===== config.mk =====
export PLATFORM = sky130hd
export DESIGN_NAME = fafs_serial_engine
export DESIGN_NICKNAME = d
export VERILOG_FILES = /design/src/rtl/fafs_pkg.sv /design/src/rtl/fafs_bit_cell.sv /design/src/rtl/fafs_serial_engine.sv
export SDC_FILE = /design/constraint.sdc
export NUM_CORES = 1
export LEC_CHECK = 0
export CAP_MARGIN = 20
export CORE_MARGIN = 5
export CORE_UTILIZATION = 37
export CTS_BUF_LIST = sky130_fd_sc_hd__clkbuf_8 sky130_fd_sc_hd__clkbuf_16
export CTS_CLUSTER_SIZE = 25
export DETAILED_ROUTE_END_ITERATION = 10
export HOLD_SLACK_MARGIN = 0.15
export PLACE_DENSITY = 0.74
export SLEW_MARGIN = 20
export SYNTH_ARGS = -nofsm -noshare
export SYNTH_HDL_FRONTEND = slang
export SYNTH_SLANG_ARGS = --single-unit
export TNS_END_PERCENT = 1

===== constraint.sdc =====
create_clock -name clk -period 1.2 [get_ports clk]
set_input_delay 0.12 -clock clk [delete_from_list [all_inputs] [get_ports clk]]
set_output_delay 0.12 -clock clk [all_outputs]
set_load 0.02 [all_outputs]

===== src/rtl/fafs_pkg.sv =====
// Shared constants and FSM state type for the bit-serial add/subtract engine.
package fafs_pkg;
  localparam logic MODE_ADD = 1'b0;
  localparam logic MODE_SUB = 1'b1;

  typedef enum logic [1:0] {ST_IDLE, ST_RUN, ST_DONE} fafs_state_t;
endpackage


===== src/rtl/fafs_bit_cell.sv =====
// One-bit full-adder / full-subtractor; mode picks carry or borrow generation.
module fafs_bit_cell
  import fafs_pkg::*;
(
  input  logic x,
  input  logic y,
  input  logic z,
  input  logic mode,
  output logic sd,
  output logic cb
);
  assign sd = x ^ y ^ z;
  assign cb = (mode == MODE_SUB) ? ((~x & y) | (~x & z) | (y & z))
                                 : ((x & y) | (y & z) | (x & z));
endmodule


===== src/rtl/fafs_serial_engine.sv =====
// Bit-serial add/subtract engine, LSB first, one bit per clock.
// Define FAFS_OVERFLOW_FLAG_EN to add the signed-overflow output out_ovf.
module fafs_serial_engine
  import fafs_pkg::*;
#(
  parameter int WIDTH = 8
) (
  input  logic             clk,
  input  logic             rst_n,
  input  logic             in_valid,
  output logic             in_ready,
  input  logic [WIDTH-1:0] in_a,
  input  logic [WIDTH-1:0] in_b,
  input  logic             in_mode,
  output logic             out_valid,
  input  logic             out_ready,
  output logic [WIDTH-1:0] out_result,
  output logic             out_cb
`ifdef FAFS_OVERFLOW_FLAG_EN
  ,
  output logic             out_ovf
`endif
);
  localparam int CNT_W = $clog2(WIDTH);

  fafs_state_t      state, state_nxt;
  logic [WIDTH-1:0] a_sh, b_sh, res_sh;
  logic [CNT_W-1:0] cnt;
  logic             mode_q, cb_reg;
  logic             sd, cb_nxt, last;

  assign last = (cnt == CNT_W'(WIDTH - 1));

  fafs_bit_cell u_cell (
    .x    (a_sh[0]),
    .y    (b_sh[0]),
    .z    (cb_reg),
    .mode (mode_q),
    .sd   (sd),
    .cb   (cb_nxt)
  );

  always_ff @(posedge clk or negedge rst_n) begin
    if (!rst_n) state <= ST_IDLE;
    else        state <= state_nxt;
  end

  always_comb begin
    state_nxt = state;
    in_ready  = 1'b0;
    out_valid = 1'b0;
    case (state)
      ST_IDLE: begin
        in_ready = 1'b1;
        if (in_valid) state_nxt = ST_RUN;
      end
      ST_RUN:  if (last) state_nxt = ST_DONE;
      ST_DONE: begin
        out_valid = 1'b1;
        if (out_ready) state_nxt = ST_IDLE;
      end
      default: state_nxt = ST_IDLE;
    endcase
  end

  // Result fills from the MSB end so after WIDTH shifts bit 0 lands at bit 0.
  always_ff @(posedge clk or negedge rst_n) begin
    if (!rst_n) begin
      a_sh   <= '0;
      b_sh   <= '0;
      res_sh <= '0;
      cnt    <= '0;
      mode_q <= MODE_ADD;
      cb_reg <= 1'b0;
    end else begin
      case (state)
        ST_IDLE: if (in_valid) begin
          a_sh   <= in_a;
          b_sh   <= in_b;
          mode_q <= in_mode;
          cb_reg <= 1'b0;
          cnt    <= '0;
        end
        ST_RUN: begin
          a_sh   <= a_sh >> 1;
          b_sh   <= b_sh >> 1;
          res_sh <= {sd, res_sh[WIDTH-1:1]};
          cb_reg <= cb_nxt;
          cnt    <= cnt + CNT_W'(1);
        end
        default: ;
      endcase
    end
  end

  assign out_result = res_sh;
  assign out_cb     = cb_reg;

`ifdef FAFS_OVERFLOW_FLAG_EN
  logic ovf_reg;
  // Carry/borrow into the MSB step is cb_reg, out of it is cb_nxt.
  always_ff @(posedge clk or negedge rst_n) begin
    if (!rst_n)                      ovf_reg <= 1'b0;
    else if (state == ST_RUN && last) ovf_reg <= cb_reg ^ cb_nxt;
  end
  assign out_ovf = ovf_reg;
`endif
endmodule


; ---- After elaboration in Yosys (flattened, before gate mapping)
; Index checks and enable logic that the tools add are counted.
[word_totals]
ramBits = 0
reg_bits = 31
romBits = 0
latch_bits = 0
n_memories = 0
word_cells = 46
out_inout_bits = 11
[op_classes]
eq_ne = 6
div = 0
muxes = 15
mul = 0
order_cmp = 0
n_reduce_logical = 5
addsub = 1
n_bitwise = 12
shifts = 0
[op_table]
columns = cell, count
row1 = case mux 8 bit (2 select lines), 2
row2 = 2-to-1 mux 8 bit, 2
row3 = 2-to-1 mux 2 bit, 3
row4 = != test 2 bit (second input constant), 3
row5 = case mux 2 bit (3 select lines), 1
row6 = case mux 3 bit (2 select lines), 1
row7 = bitwise AND 1 bit, 5
row8 = 2-to-1 mux 1 bit, 4
row9 = OR 1 bit, 4
row10 = AND reduction 2 bit, 2
row11 = adder 3 x 1 -> 3 bit (second input constant), 1
row12 = equality test 3 bit (second input constant), 1
row13 = 2-to-1 mux 3 bit, 1
row14 = AND reduction 3 bit, 1
row15 = equality test 2 x 1 -> 1 bit (second input constant), 1
row16 = equality test 2 bit (second input constant), 1
row17 = zero test 2 bit, 1
row18 = case mux 1 bit (2 select lines), 1
row19 = nonzero test 2 bit, 1
row20 = XOR 1 bit, 2
row21 = inverter 1 bit, 1

; ---- Longest topological paths before layout
[depth]
depth_word = 6
mapped_depth = 5
mapped_depth_nobuf = 4

; ---- Cells and area by module
; From an unflattened synthesis, not the netlist that was laid out.
[unflattened]
cells_unflattened = 131
area_unflattened_um2 = 1470.2
[modules_own_cells]
columns = module, n_inst, area_each_um2, cells_per_inst, seq_area_each_um2
row1 = fafs_serial_engine, 1, 1407.6, 126, 775.7
row2 = fafs_bit_cell, 1, 62.6, 5, 0.0

; ---- Worst setup path after synthesis
; Ideal clock, no wire load.
[synth_timing]
kind = register to register
from = reg cb_reg (netlist: out_cb)
to = reg cb_reg (netlist: out_cb)
arrival_ps = 1359
stages_incl_launch_ff = 5
setup_time_ps = 82
t_required_ps = 1118
setup_slack_ps = -241
n_path_buf = 0
synth_period_minus_slack_ps = 1441
path_cell_list = dfrtp_1 -> inv_1 -> fa_1 -> mux2_2 -> o22ai_1
[synth_between]
elab_chain_len = 5
[synth_rtl]
columns = item, line
row1 = from (decl), fafs_serial_engine.sv:29  ; logic mode_q, cb_reg;
row2 = from (signal assigned), fafs_serial_engine.sv:88  ; cb_reg <= cb_nxt;
row3 = bitwise AND 1 bit (on tied branches), "fafs_bit_cell.sv:13, fafs_bit_cell.sv:14"
row4 = OR 1 bit (on tied branches) (2 in a row), "fafs_bit_cell.sv:14, fafs_bit_cell.sv:13"
row5 = 2-to-1 mux 1 bit (*), fafs_bit_cell.sv:13  ; assign cb = (mode == MODE_SUB) ? ((~x & y) | (~x & z) | (y & z))
row6 = case mux 1 bit (2 select lines) (*), fafs_serial_engine.sv:76  ; case (state)
; Every way passes the cells marked *; elsewhere a longest branch is shown, timed or not.
; A chain may end at the register's enable or synchronous reset.

; ---- Worst setup path in the final report
; Same ends and word-level chain as after synthesis.

==> out/metrics.csv <==
metric;value;unit
critical path type;register to register;
Final Power;5.60;mW
FF-to-FF path depth;4;
yosys warns;0;
final core utilization;0.564;
Nets;199;
vias per std cell;5.14;
Seq/Total Area, Yosys;0.551;
Fmax;784;MHz
Setup TNS;-0.578;ns
initial antenna violation count;0;
Worst-path clk slew;0.06;ns
Total GRT Usage;0.149;
largest net degree at the start of global routing;32;
post-synth top area cell;dfrtp_1;
crit share post-route;1.06;
Cell variety after synth;25;
skew final;0.00960;ns
via count;1147;
Synth top area share;0.551;
# setup viols final;10;
CORE AREA;0.00366;sq mm
DRT iter0 DRCs;52;
Num CTS Buffers;5;
share of layout cells above drive strength 1;0.309;
first-pass GRT wire length;5.91;mm
Slew headroom;0.852;
TritonCTS clock tree;yes;
critical path, cell by cell;inv_2 -> fa_2 -> mux2_4 -> o22ai_2;
dominant cells by area after synthesis;dfrtp_1 (55%), o22ai_1 (12%), mux2_1 (6.4%), a21oi_1 (3.9%), fa_1 (2.8%);
syn_nets;150;
CP Launch Type;register;
pwr/cell area;2710;mW/mm^2
Slew Viols, Final;0;
clk root buf;clkbuf_8;
Worst-Margin Slew;0.224;ns
Worst VDD drop;1.10;mV
number of port buffers;31;
Synth Instances;125;
r2r setup slk;-0.08;ns
Clock Sinks;31;
critical path data arrival time;1.47;ns
DRC;0;
Inst Count DP;214;
Die ar.;0.00514;sq mm
unrepaired setup endpoints after global routing;yes;
Worst Setup End Kind;register;
Placer Congestion;0.899;
fin crit period;1.28;ns
Initial Utilization;0.384;
Yosys reg bits;31;
cts hold-fix bufs;0;
global route total overflow;0;
vias in the first global route;1235;
Pre-antenna DRT Iters;4;
outcome;finished with violations;
max incr delay on CP;0.37;ns
RR Startpoint;out_cb;
leakage;0.911;nW
Final Hold Viols;0;
Area Overhead vs Synth;46.7;%
Final ANT Viol Nets;0;
Die X;71.7;um
CP max FO;2;
CP Buf/Inv Count;1;
worst hold slack;0.205;ns
Critical Path RT;1.39;ns
Ports;32;
Hold Path Class;primary input to async pin;
Max Root-Sink Buffers;2;
DPL Wire Length;2.56;mm
Max-Cap Viols;0;
diode count;0;
Post-Route WL;3.57;mm
Finished Layout Cells;223;
critical path's slowest cell;fa_2;
Rows;22;
violated checks;negative setup slack;
htree depth;2;
Syn Std Cell Area;0.00141;sq mm
clk_lat worst skew;0.28;ns
Die H;71.7;um
average wire per standard cell;16.0;um
crit-path leading delay family;adder cells;
Avg Cell Area, Syn;11.3;sq um
worst setup margin;-0.0760;ns
FF-to-FF End;out_cb;
-- flip-flops by register name, indices dropped and copies added, names as in the netlist --
name,flops
cnt,3
b_sh,8
out_cb,1
out_result,8
state,2
a_sh,8
mode_q,1
-- layout make-up --
cell class	instances	area, sq um
sequential	31	778
multi-input combinational	79	632
timing repair buffer	50	487
clock buffer	5	68.8
clock inverter	3	12.5
fill	304	1600
tap	48	60.1
inverter	7	26.3
-- how the worst max path moves through the flow --
stage | depth (start not counted) | slack, ns | to | from
2_1_floorplan | 4 | -0.10 | out_cb | a_sh[0]
3_3_place_gp | 3 | -0.13 | mode_q | in_valid
3_5_place_dp | 4 | -0.16 | out_cb | a_sh[0]
4_1_cts | 4 | -0.1 | out_cb | b_sh[0]
5_1_grt | 4 | -0.11 | out_cb | a_sh[0]
6_report | 4 | -0.08 | out_cb | out_cb
-- layout by cell type, fill, tap and decap left out, types with 4 or more instances in the layout --
cell             Yosys  layout
inv_2                1       4
buf_6                1       5
o22ai_2              0       4
mux2_4               0       8
a21oi_1             11      11
inv_1                6       5
nor2_1               4       4
o22ai_1             28      24
dlygate4sd2_1        0       8
dfrtp_1             31      29
buf_4                3      12
nand2_1              8       5
clkbuf_8             0       5
clkdlybuf4s50_1      0      20
-- metal layers --
metal	track usage	wire (um)	part of all wire	up-vias
met2	0.248	1820	0.51	26
met3	0.0491	149	0.042	8
li1	-	-	-	558
met4	0.0626	72	0.020	0
met1	0.175	1530	0.43	555
met5	0	0	0	-
-- synthesized netlist by cell type (all sizes together) --
| cell | count |
|---|---|
| a21oi | 11 |
| a2bb2oi | 2 |
| buf | 5 |
| clkbuf | 3 |
| dfrtp | 31 |
| fa | 2 |
| ha | 2 |
| inv | 7 |
| mux2 | 9 |
| nand2 | 8 |
| nand2b | 3 |
| nand3 | 1 |
| nand3b | 1 |
| nor2 | 4 |
| nor3b | 1 |
| o21ai | 5 |
| o221a | 1 |
| o22ai | 28 |
| o31ai | 1 |
-- through the flow --
step,cell area (sq um),setup WS (ns)
6_report,2060,-0.0760
5_1_grt,2060,-0.110
4_1_cts,2020,-0.0958
3_5_place_dp,1910,-0.164
3_3_place_gp,1910,-0.131
2_1_floorplan,1420,-0.102
-- kinds of logic (layout without fill, tap and decap cells) --
logic type / Yosys count / in the layout / share of synthesized area
AOI/OAI and AO/OA: 48 / 48 / 0.207
DFF: 31 / 31 / 0.551
and+or+nand+nor: 18 / 18 / 0.0693
buffers and inverters: 15 / 65 / 0.0542
muxes: 9 / 9 / 0.0720
adders and majority gates: 4 / 4 / 0.0462
-- what timing repair did --
item | CTS | global route
setup endpoints to repair | 28 | 24
gates resized for setup | 31 | 13
pin swaps | 3 | 3
gates cloned | 0 | 0
setup buffers | 0 | 1
-- where the power goes --
part | switching (mW) | internal (mW) | total, mW
combinational | 1.37 | 1.53 | 2.90
sequential | 0.398 | 1.56 | 1.96
clock | 0.352 | 0.388 | 0.740
Note: power is estimated with default switching activity, not from simulation.
==> edit 1, RTL diff (same settings) <==
The option `FAFS_OVERFLOW_FLAG_EN` is turned on by a define.
--- a/src/rtl/fafs_serial_engine.sv
+++ b/src/rtl/fafs_serial_engine.sv
@@ -1,4 +1,6 @@
 // Bit-serial add/subtract engine, LSB first, one bit per clock.
 // Define FAFS_OVERFLOW_FLAG_EN to add the signed-overflow output out_ovf.
+`define FAFS_OVERFLOW_FLAG_EN
+
 module fafs_serial_engine
   import fafs_pkg::*;
Function (old outputs only; new: out_ovf): kept (equiv_simple and equiv_induct, registers matched by name and starting in step).
==> edit 1 against the unedited design <==
- the run still ends with negative setup slack left
- count of clock-buffer cells in the layout stayed put
- wire length is 4.7% lower
- sequential cell count is 1 higher
- setup slack worse by 0.18 ns
- design area is 1.6% higher
- combinational power is 29% lower
- synthesized area is 9.0% higher
- die area is 7.7% higher
- maximum frequency is 12% lower
- clock power is 1% higher
- global-route usage is 1.3 points lower
- total power is 17% lower
- critical path type unchanged
- largest cell class unchanged
==> edit 1: results (changes against the unedited design) <==
- The flow ran to the end, but the final reports show violations.
- The checks that failed: negative setup slack.
- The hold violation total from the final report is 0 (unchanged).
- The longest individual stage delay on the worst path is 0.38 ns.
- The master of the slowest instance on the critical path is dfrtp_2.
- The area fraction in compound gates after synthesis is 0.206 (-0.00156).
- The net count of the mapped netlist came to 176 (+17%).
- The worst-case vdd ir drop is 888 uV (-19%).
- On the critical path the largest part of the delay comes from multiplexers.
- The data arrival time of the worst path came to 1.63 ns (+0.16 ns).
- The number of post-CTS setup repair buffers is 0 (unchanged).
- The maximum clock insertion buffer count came to 2 (unchanged).
- The synthesized design spends more area on one cell type than any other, namely dfrtp_1.
- The share of layout cells above drive strength 1 is 0.202 (-0.107).
- The final setup skew is 0.00810 ns (-0.00150 ns).
- The initial antenna violation count is 0 (unchanged).
- The cell sitting at the root of the clock tree is a clkbuf_8.
- The maximum net fanout on the critical path came to 3 (+1).
- The total number of H-tree levels is 2 (unchanged).
- The wire length of the first global-routing pass is 5580 um (-5.7%).
- The number of vias after detailed routing was 1251 (+9.1%).
- The largest net degree at the start of global routing is 33 (+3.1%).
- The switching power share of the total is 0.374 (-0.00473).
- The count of antenna diodes in the layout is 0 (unchanged).
- The total leakage power is 0.990 nW (+8.7%).
- The number of warning messages in the yosys log is 0 (unchanged).
- The portion of netlist area occupied by mux cells is 0.0261 (-0.0459).
- The violation count after the first detailed-routing iteration came to 79 (+52%).
- The final setup violation count is 16 (+6).
- The worst setup path is of the reg -> reg kind.
- The most critical setup path has its startpoint at out_cb.
- The path class of the tightest hold or removal check is in -> async.
- The total wirelength of the detailed-routed design is 3400 um (-4.7%).
- The number of input and output port buffers inserted came to 32 (+3.2%).
- The final weighted congestion in routability-driven placement came to 0.815 (-9.4%).
- By area the synthesized netlist is led by dfrtp_1 52%, nand2_1 7.3%, a22oi_1 6.4%, o21ai_1 4.6%, a21oi_1 3.9%.
- The total CTS buffers was 5 (unchanged).
- The net count reported at finish is 223 (+12%).
- In the synthesized netlist, the cells that appear most often are 32 x dfrtp_1, 30 x nand2_1, 14 x o21ai_1, 13 x a22oi_1, 12 x a21oi_1.
- The clock-pin transition on the worst setup and hold timing paths is 0.06 ns (about the same).
- The worst relative slew slack is 0.806 (-0.0456).
- The fraction of registers with async set or reset after synthesis is 1.00 (unchanged).
- The clock insertion delay at the later pin of the skew report is 0.28 ns (about the same).
- The number of global-route vias before repair is 1188 (-3.8%).
- The fraction of synthesized cell area in xor and xnor cells is 0.00571 (+0.00571).
- The sequential share of the synthesized area was 0.522 (-0.0291).
- The first-pass iteration count of the detailed router is 4 (unchanged).
- The final setup slack of the worst path came to -0.257 ns (-0.181 ns).
- The post-synthesis cell type count is 25 (unchanged).
- The combined global-route utilization of all metal layers was 0.136 (-0.0132).
- The final HPWL from detailed placement is 2420 um (-5.6%).
- The cell area reported after detailed placement came to 2010 um^2 (+5.4%).
- The fraction of the mapped netlist area in adder cells is 0.0424 (-0.00381).
==> edit 1: cell types whose count changed after synthesis, moves of 2 or more <==
| cell | change |
|---|---|
| a22o_1 | +3 |
| a22oi_1 | +13 |
| and2b_1 | +8 |
| buf_2 | +4 |
| clkbuf_1 | -2 |
| inv_1 | -2 |
| mux2_1 | -8 |
| nand2_1 | +22 |
| nor2_1 | -3 |
| nor2b_1 | +5 |
| o21ai_0 | +4 |
| o21ai_1 | +10 |
| o22ai_1 | -28 |
==> edit 1: kinds of logic (layout without fill, tap and decap cells) <==
family,Yosys count,after routing
XOR/XNOR,1,1
flip-flops,32,32
multiplexers,3,3
AO/OA/AOI/OAI,50,50
adder cells (fa/ha/maj),4,4
buffers and inverters,13,60
AND/OR/NAND/NOR,48,48
==> edit 1: what timing repair did <==
action | CTS | global route
endpoints found under the setup margin | 38 | 31
pin swaps | 4 | 0
resized for setup | 24 | 7
==> edit 1: cell type report <==
cell class / instances / area (um^2)
fillers: 345 / 1900
flip-flops and latches: 32 / 803
repair buffers: 49 / 453
inverters: 4 / 17.5
well taps: 50 / 62.6
multi-input cells: 106 / 684
clock inverters: 2 / 8.76
clock buffers: 5 / 68.8
==> edit 1: metrics by stage <==
stage,setup TNS [ns],setup slack [ns],hold slack (ns),std cells
after global routing,-2.34,-0.320,0.212,248
after CTS,-1.54,-0.272,0.197,248
after global placement,-2.54,-0.290,0.463,241
final,-1.27,-0.257,0.196,248
after floorplan,-0.263,-0.256,-0.176,151
after detailed placement,-2.82,-0.330,0.467,241
==> edit 1: metal layers <==
metal | global-route usage | part of all wire | vias up
met5 | 0 | 0 | -
met4 | 0.0593 | 0.019 | 0
met3 | 0.0446 | 0.052 | 6
met2 | 0.206 | 0.49 | 30
met1 | 0.177 | 0.44 | 601
li1 | - | - | 614
==> edit 1: final timing paths <==
| kind | end | slack (ns) | cells after the start |
|---|---|---|---|
| setup / recovery | out_ovf | -0.26 | 5 |
| hold / removal | a_sh[0] | 0.20 | 2 |
| setup reg to reg | out_ovf | -0.26 | 5 |
| hold reg to reg | out_result[0] | 0.47 | 2 |
| max in group asynchronous | state[1] | 0.82 | 2 |
| min in group clk | state[1] | 0.39 | 2 |
==> edit 1: power groups by stage <==
stage          combinational, W  sequential [W]  clock [W]
6_report                0.00206         0.00181   0.000751
5_1_grt                 0.00228         0.00186   0.000818
4_1_cts                 0.00205         0.00180   0.000765
3_5_place_dp            0.00212         0.00182          0
3_3_place_gp            0.00208         0.00180          0
2_1_floorplan           0.00113         0.00193          0
==> edit 2, RTL diff (same flow settings) <==
Without the edit above. Re-encode `fafs_state_t` (3 states) as one-hot, 3 bits wide.
--- a/src/rtl/fafs_pkg.sv
+++ b/src/rtl/fafs_pkg.sv
@@ -4,5 +4,5 @@
   localparam logic MODE_SUB = 1'b1;
 
-  typedef enum logic [1:0] {ST_IDLE, ST_RUN, ST_DONE} fafs_state_t;
+  typedef enum logic [2:0] {ST_IDLE = 3'b001, ST_RUN = 3'b010, ST_DONE = 3'b100} fafs_state_t;
 endpackage
 
Check against the original RTL: no difference found for any inputs over 10 cycles, from zero or initial values and one cycle with rst_n low; not proved beyond that.
==> edit 2 against the unedited design <==
- the run still ends with negative setup slack left
- sequential cell count grew 1
- synthesized area grew 2.3%
- design area shrank 2.2%
- via count shrank 4.2%
- die area grew 2.0%
- setup slack lost 0.16 ns
- utilization shrank 2.0 points
- global-route usage shrank 1.3 points
- count of clock-buffer cells in the layout grew 1
- wire length shrank 13%
- total power shrank 16%
- maximum frequency shrank 11%
- critical path type unchanged
==> edit 2: results (changes against the unedited design) <==
- The flow ran to the end, but the final reports show violations.
- The final weighted congestion in routability-driven placement is 0.712 (-21%).
- The pin slew with the least headroom to its limit is 0.221 ns (-0.00213 ns).
- The final reports fail on negative setup slack.
- The number of clock sinks is 32 (+3.2%).
- The net count of the mapped netlist is 148 (-1.3%).
- The multi-input combinational cell count is 77 (-2.5%).
- The combined global-route utilization of all metal layers is 0.136 (-0.0130).
- After synthesis, the cell types taking the most area are dfrtp_1 54%, nand2_1 6.3%, o221a_1 5.5%, nand2b_1 4.8%, o221a_2 3.1%.
- The final setup skew was 0.00203 ns (-0.00757 ns).
- The violation count after the first detailed-routing iteration is 59 (+13%).
- The worst-case vdd ir drop is 923 uV (-16%).
- The internal power summed over all cells was 0.00305 W (-12%).
- The final HPWL from detailed placement was 2180 um (-15%).
- The sequential share of the synthesized area came to 0.557 (+0.00580).
- The post-synthesis cell type count was 30 (+20%).
- The longest individual stage delay on the worst path is 0.43 ns (+0.06 ns).
- The fraction of area in clock buffers and inverters is 0.0458 (+0.00645).
- The maximum net fanout on the critical path is 25 (+23).
- The final-layout non-clock buffer area share was 0.225 (-0.0109).
- The final setup slack of the worst path is -0.232 ns (-0.156 ns).
- The layout clock buffer count is 6 (+1).
- The total wirelength of the detailed-routed design is 3090 um (-13%).
- The cell area reported after detailed placement is 1880 um^2 (-1.7%).
- The inverter count came to 6 (-1).
- The total leakage power was 0.943 nW (+3.5%).
- By count the netlist is led by 31 x dfrtp_1, 24 x nand2_1, 11 x nand2b_1, 7 x o221a_1, 6 x inv_1.
- The post-layout instance area is 2020 um^2 (-2.2%).
- The final setup violation count is 33 (+23).
- The filler cell count is 345 (+13%).
- The slowest stage of the critical path is the dfrtp_1 cell.
- The worst slack after detailed placement was -0.385 ns (-0.222 ns).
edit 2: cell types whose count changed after synthesis, moves of 4 or more:
cell / delta
a22o_1: +4
nand2_1: +16
o22ai_1: -27
mux2_1: -7
o221a_2: +4
o221a_1: +6
nand2b_1: +9
a21oi_1: -9
edit 2: worst paths after layout:
check                      slack (ns)       endpoint     startpoint
setup / recovery                -0.23        b_sh[4]       state[2]
hold / removal                   0.20  out_result[0]          rst_n
setup reg to reg                -0.23        b_sh[4]       state[2]
hold reg to reg                  0.47  out_result[0]  out_result[0]
max in group asynchronous        0.76       state[0]          rst_n
min in group clk                 0.39       state[0]      out_ready
edit 2: power groups by stage:
stage,clock [W],sequential [W],combinational [W]
2_1_floorplan,0,0.00193,0.00110
3_3_place_gp,0,0.00183,0.00184
3_5_place_dp,0,0.00186,0.00194
4_1_cts,0.000874,0.00185,0.00200
5_1_grt,0.000922,0.00191,0.00218
6_report,0.000846,0.00185,0.00198
edit 2: what timing repair did:
action / in CTS / in global routing
endpoints found under the setup margin: 42 / 33
pin swaps: 5 / 4
gates resized for setup: 28 / 1
buffers inserted: 3 / 0
edit 2: kinds of logic (layout without fill, tap and decap cells):
family                     after synthesis  in the layout  synth area share
buffers and inverters                   14             61            0.0565
muxes                                    4              4            0.0295
AOI/OAI and AO/OA                       23             23             0.146
and+or+nand+nor                         46             46             0.166
adders and majority gates                4              4            0.0452
DFF                                     32             32             0.557
edit 2: metal layers:
layer	GRT usage	vias up	wire length (um)
met5	0	-	0
met4	0.0615	0	55
met1	0.165	547	1340
met3	0.0443	5	171
li1	-	519	-
met2	0.219	28	1520
